## config.mk

```make
export PLATFORM = sky130hd
export DESIGN_NAME = wb_port_arbiter
export DESIGN_NICKNAME = d
export VERILOG_FILES = /design/src/rtl/wb_port_arbiter.sv
export SDC_FILE = /design/constraint.sdc
export NUM_CORES = 1
export LEC_CHECK = 0
export CORE_MARGIN = 2
export CORE_UTILIZATION = 53
export CTS_CLUSTER_SIZE = 8
export DETAILED_ROUTE_END_ITERATION = 10
export GPL_TIMING_DRIVEN = 0
export PLACE_DENSITY = 0.84
export REMOVE_ABC_BUFFERS = 1
export SKIP_LAST_GASP = 1
export SLEW_MARGIN = 20
export SYNTH_ARGS = -nofsm -noshare
export SYNTH_HDL_FRONTEND = slang
export SYNTH_SLANG_ARGS = --single-unit
```

## constraint.sdc

```tcl
create_clock -name clk -period 4.55 [get_ports clk]
set_clock_uncertainty 0.1 [all_clocks]
set_input_delay 1.1375 -clock clk [delete_from_list [all_inputs] [get_ports clk]]
set_output_delay 1.1375 -clock clk [all_outputs]
set_load 0.02 [all_outputs]
```

## src/rtl/wb_port_arbiter.sv

```systemverilog
// Writeback port arbiter: two small per-source FIFOs (A = ALU/EX, B = load/MEM)
// share the single regfile write port through a round-robin grant. The write
// request is registered; q_hit reports any write still pending in this block.
module wb_port_arbiter #(
  parameter int DATA_W     = 32,
  parameter int ADDR_W     = 5,
  parameter int FIFO_DEPTH = 2
) (
  input  logic              clk,
  input  logic              rst,
  input  logic              rdy,
  input  logic              a_valid,
  output logic              a_ready,
  input  logic [ADDR_W-1:0] a_addr,
  input  logic [DATA_W-1:0] a_data,
  input  logic              b_valid,
  output logic              b_ready,
  input  logic [ADDR_W-1:0] b_addr,
  input  logic [DATA_W-1:0] b_data,
  output logic              w_req,
  output logic [ADDR_W-1:0] w_addr,
  output logic [DATA_W-1:0] w_data,
  input  logic [ADDR_W-1:0] q_addr,
  output logic              q_hit,
  output logic              idle
);

  localparam int PW = $clog2(FIFO_DEPTH);
  localparam int NS = 2;  // index 0 = source A, index 1 = source B
  localparam logic [PW:0] PTR_ONE = 1;

  logic [NS-1:0]     in_valid;
  logic [ADDR_W-1:0] in_addr [NS];
  logic [DATA_W-1:0] in_data [NS];
  logic [NS-1:0]     fifo_full;
  logic [NS-1:0]     fifo_empty;
  logic [NS-1:0]     src_ready;
  logic [NS-1:0]     src_hit;
  logic [NS-1:0]     pop;
  logic [ADDR_W-1:0] head_addr [NS];
  logic [DATA_W-1:0] head_data [NS];

  logic              w_req_q, w_req_d;
  logic [ADDR_W-1:0] w_addr_q, w_addr_d;
  logic [DATA_W-1:0] w_data_q, w_data_d;
  logic              last_b_q, last_b_d;

  assign in_valid   = {b_valid, a_valid};
  assign in_addr[0] = a_addr;
  assign in_addr[1] = b_addr;
  assign in_data[0] = a_data;
  assign in_data[1] = b_data;

  genvar gi;
  generate
    for (gi = 0; gi < NS; gi++) begin : g_fifo
      logic [ADDR_W-1:0]     addr_mem [FIFO_DEPTH];
      logic [DATA_W-1:0]     data_mem [FIFO_DEPTH];
      logic [PW:0]           wr_ptr_q, wr_ptr_d;
      logic [PW:0]           rd_ptr_q, rd_ptr_d;
      logic [PW:0]           count;
      logic [FIFO_DEPTH-1:0] slot_hit;
      logic                  push;

      // Wrap bit differs while index bits match -> full; identical -> empty.
      assign fifo_empty[gi] = (wr_ptr_q == rd_ptr_q);
      assign fifo_full[gi]  = (wr_ptr_q[PW] != rd_ptr_q[PW]) &&
                              (wr_ptr_q[PW-1:0] == rd_ptr_q[PW-1:0]);
      assign src_ready[gi]  = rdy & ~rst & ~fifo_full[gi];
      // Writes to x0 complete the handshake but are never queued.
      assign push           = in_valid[gi] & src_ready[gi] & (in_addr[gi] != '0);
      assign count          = wr_ptr_q - rd_ptr_q;
      assign head_addr[gi]  = addr_mem[rd_ptr_q[PW-1:0]];
      assign head_data[gi]  = data_mem[rd_ptr_q[PW-1:0]];

      // Advance pointers on push/pop; both in one cycle leaves the count unchanged.
      always_comb begin
        wr_ptr_d = wr_ptr_q;
        rd_ptr_d = rd_ptr_q;
        if (push)    wr_ptr_d = wr_ptr_q + PTR_ONE;
        if (pop[gi]) rd_ptr_d = rd_ptr_q + PTR_ONE;
      end

      // Pointer registers; reset empties the FIFO.
      always_ff @(posedge clk) begin
        if (rst) begin
          wr_ptr_q <= '0;
          rd_ptr_q <= '0;
        end else begin
          wr_ptr_q <= wr_ptr_d;
          rd_ptr_q <= rd_ptr_d;
        end
      end

      // Entry storage, written at the tail on an accepted push.
      always_ff @(posedge clk) begin
        if (push) begin
          addr_mem[wr_ptr_q[PW-1:0]] <= in_addr[gi];
          data_mem[wr_ptr_q[PW-1:0]] <= in_data[gi];
        end
      end

      // A slot is live when its distance from the read pointer is below the count.
      for (genvar si = 0; si < FIFO_DEPTH; si++) begin : g_slot
        localparam logic [PW-1:0] SLOT = PW'(si);
        logic [PW-1:0] offset;
        assign offset       = SLOT - rd_ptr_q[PW-1:0];
        assign slot_hit[si] = ({1'b0, offset} < count) && (addr_mem[si] == q_addr);
      end

      assign src_hit[gi] = |slot_hit;
    end
  endgenerate

  // Round-robin grant: when both sources wait, the one not granted last wins.
  always_comb begin
    pop = '0;
    if (rdy && !rst) begin
      if (!fifo_empty[0] && (fifo_empty[1] || last_b_q)) pop[0] = 1'b1;
      else if (!fifo_empty[1])                           pop[1] = 1'b1;
    end
  end

  // Next write-port state: load the popped entry; hold everything while frozen.
  always_comb begin
    w_req_d  = w_req_q;
    w_addr_d = w_addr_q;
    w_data_d = w_data_q;
    last_b_d = last_b_q;
    if (rdy) begin
      w_req_d = |pop;
      if (pop[0]) begin
        w_addr_d = head_addr[0];
        w_data_d = head_data[0];
        last_b_d = 1'b0;
      end else if (pop[1]) begin
        w_addr_d = head_addr[1];
        w_data_d = head_data[1];
        last_b_d = 1'b1;
      end
    end
  end

  // Write-port and round-robin registers; reset makes A the first winner.
  always_ff @(posedge clk) begin
    if (rst) begin
      w_req_q  <= 1'b0;
      w_addr_q <= '0;
      w_data_q <= '0;
      last_b_q <= 1'b1;
    end else begin
      w_req_q  <= w_req_d;
      w_addr_q <= w_addr_d;
      w_data_q <= w_data_d;
      last_b_q <= last_b_d;
    end
  end

  assign a_ready = src_ready[0];
  assign b_ready = src_ready[1];
  assign w_req   = w_req_q;
  assign w_addr  = w_addr_q;
  assign w_data  = w_data_q;
  assign q_hit   = ~rst & (q_addr != '0) &
                   ((|src_hit) | (w_req_q & (w_addr_q == q_addr)));
  assign idle    = (&fifo_empty) & ~w_req_q;

endmodule

```

==> results.md <==
- Clock Latency Late Sink: 0.43 ns
- Synth top area cells: edfxtp_1 (57%), dfxtp_1 (13%), mux2_2 (7.5%)
- Clk slew on worst S/H paths: 0.07 ns
- Post-route insts no fill: 827
- Sequential share of the synthesized area: 69.8%
- Worst hold stages: 1
- Internal power: 3.31 mW
- Final setup violation count: 0
- Initial Util: 53.9%
- DP Wirelength: 11.2 mm
- CP Capture Type: primary output
- Vias in the first global route: 4983
- Warnings from Yosys: 0
- Sw Share: 25.3%
- Synth Area per Inst: 15.3 um2
- Wire per inst: 20.9 um
- Fmax: 224 MHz
- Flops & latches, synth: 197
- Port Buffers: 125
- Total power: 4.43 mW
- GRT Util Overall: 22.4%
- Status: complete, no violations
- Core area: 0.0144 mm2
- Worst VDD drop: 0.000346 V
- CTS resizes: 5
- Worst Max-Slew Pin Slew: 0.827 ns
- CTS Hold Buffers Added: 0
- Post-CTS setup buffers: 0
- Antenna violation net count after detailed routing: 0
- Placed cells: 795
- Crit Path Max Fanout: 6
- Data required, critical path: 3.31 ns
- Synth Instances: 509
- Mapped Area: 0.00777 mm2
- Leak: 3.31 nW
- First-pass GRT wire length: 26.5 mm
- Ant diodes: 0
- Tcrit/Tclk final: 98.1%
- Max transition margin: 44.7%
- Row cnt: 44
- Synth cell types: 37
- Main synth FF type: edfxtp_1
- Post-synth EDFFs: 148
- Area grow syn2layout: 28.2%
- Period minus WS final: 4.46 ns
- Worst Path Arrival: 3.23 ns
- Antenna violations before repair: 0
- IO Pins: 126
- Final hold vios: 0
- Clock Sinks: 197
- Hold path start: w_data[13]$_SDFFE_PP0P_
- MaxCap Viol Count: 0
- CTS root buf: clkbuf_16
- Comb pwr share: 18.5%
- Reg power frac: 47.6%
- Critical Path Start Type: primary input
- Async S/R FF share, synth: 0%
- Setup CP Type: in2out
- Die width: 125 um
- Via count: 4795
- Largest net degree at the start of global routing: 40
- Die height: 125 um
- Dominant cell type by area after synthesis: edfxtp_1
- WHS Endpoint: w_data[13]$_SDFFE_PP0P_
- Top-area cell type share of the netlist area: 57.2%
- Share of layout cells above drive strength 1: 17.0%
- R2r setup slk: 1.93 ns
- Psw: 1.12 mW
- Clock network fraction of total power: 33.9%
- Critical R2R Capture: g_fifo[1].data_mem[0][5]$_DFFE_PP_
- PwrDens: 445 mW/mm2
- Drt drc: 0
- Hold WC Path Type: reg2reg
- # H-tree levels: 4
- Cts bufs inserted: 17
- Routability cong.: 0.846
- Final WL: 17.3 mm
- Die area: 0.0157 mm2
- Reg2reg start: g_fifo[1].wr_ptr_q[0]$_SDFFE_PP0P_
- CTS Buffer Depth: 2
- Final Max Tran Viols: 0
- DRT iter0 DRCs: 364
- DRT Pass-1 Iters: 5
- Vias per cell: 5.80
- Fin nets: 720
- CTS tree: built
- R2R cell count: 7
- Overflow after GRT: 0
-- kinds of logic after synthesis --
family	after synthesis	synth area share, %
AOI/OAI and AO/OA	121	9.95
xor gates and xnor gates	35	4.14
adders and majority gates	6	0.966
buffers and inverters	42	2.56
DFF	197	69.8
muxes	74	10.4
and+or+nand+nor	34	2.24
-- critical path: stages --
cell and delay, ns:
clkdlybuf4s50_1 0.65, xnor2_1 0.19, nand4_1 0.16, o22ai_1 0.16
nor3_1 0.08, a21oi_1 0.22, clkdlybuf4s50_1 0.64
-- cell usage after synthesis, drive strengths merged, types with 3 or more instances --
cell type / n
or4: 3
o22ai: 38
edfxtp: 148
mux2i: 22
nand2: 3
ha: 6
xor2: 7
nor3: 5
clkbuf: 18
nor2: 12
nand4: 4
xnor2: 28
a32o: 11
inv: 10
buf: 14
o21ai: 32
dfxtp: 49
a21oi: 31
mux2: 52
-- layer usage --
metal	vias up	share of wire [%]	GRT usage, %	routed length, um
met4	0	2.0	8.95	346
li1	2207	-	-	-
met3	33	7.2	5.13	1240
met1	2352	40	27.5	6890
met2	203	51	38.8	8820
met5	-	0	0	0
-- power groups by stage --
| stage | logic [mW] | clock network, mW | registers, mW |
|---|---|---|---|
| 2_1_floorplan | 0.335 | 0 | 2.22 |
| 3_3_place_gp | 0.725 | 0 | 2.17 |
| 3_5_place_dp | 0.810 | 0 | 2.15 |
| 4_1_cts | 0.818 | 1.52 | 2.11 |
| 5_1_grt | 0.871 | 1.60 | 2.12 |
| 6_report | 0.821 | 1.50 | 2.11 |
-- layout by cell type (no fill, tap or decap), types with 9 or more instances in the layout --
cell / count
edfxtp_1: 148
clkdlybuf4s50_1: 119
mux2_2: 52
dfxtp_1: 47
o22ai_1: 35
o21ai_0: 30
a21oi_1: 30
xnor2_1: 25
mux2i_1: 22
clkbuf_16: 17
a32o_1: 11
nor2_1: 10
inv_1: 9
-- state kept, by name, summed over array words and instances (netlist names), named ones only --
signal,cells
g_fifo.data_mem,128
w_data,32
g_fifo.addr_mem,20
w_addr,5
g_fifo.rd_ptr_q,4
g_fifo.wr_ptr_q,4
last_b_q,1
w_req,1
-- layout make-up --
cell class,instances,area (um2)
Clock buffer,20,447
Tap cell,184,230
Timing Repair Buffer,134,1460
Clock inverter,12,153
Multi-Input combinational cell,270,2200
Inverter,10,51.3
Fill cell,989,4450
Sequential cell,197,5430
-- worst max path at each step --
stage / end / slack (ns) / startpoint
5_1_grt: q_hit / -0.01 / q_addr[1]
3_3_place_gp: g_fifo[0].data_mem[0][8]$_DFFE_PP_ / -2.70 / rdy
4_1_cts: q_hit / 0.03 / rst
3_5_place_dp: a_ready / -0.32 / rst
6_report: q_hit / 0.09 / q_addr[1]
2_1_floorplan: g_fifo[0].addr_mem[0][0]$_DFFE_PP_ / 0.29 / rdy
-- through the flow --
stage,instance area (um2),utilization (%),TNS (ns),hold slack [ns],setup WS [ns]
floorplan,7610,-,0,0.429,0.288
finish,9970,69.1,0,0.400,0.0873
CTS,9940,68.9,0,0.406,0.0343
detailed placement,9320,64.6,-0.861,0.390,-0.324
global placement,9090,63.0,-308.63,0.387,-2.70
global route,9970,69.1,-0.0130,0.436,-0.0130
Note: power is estimated with default switching activity, not from simulation.
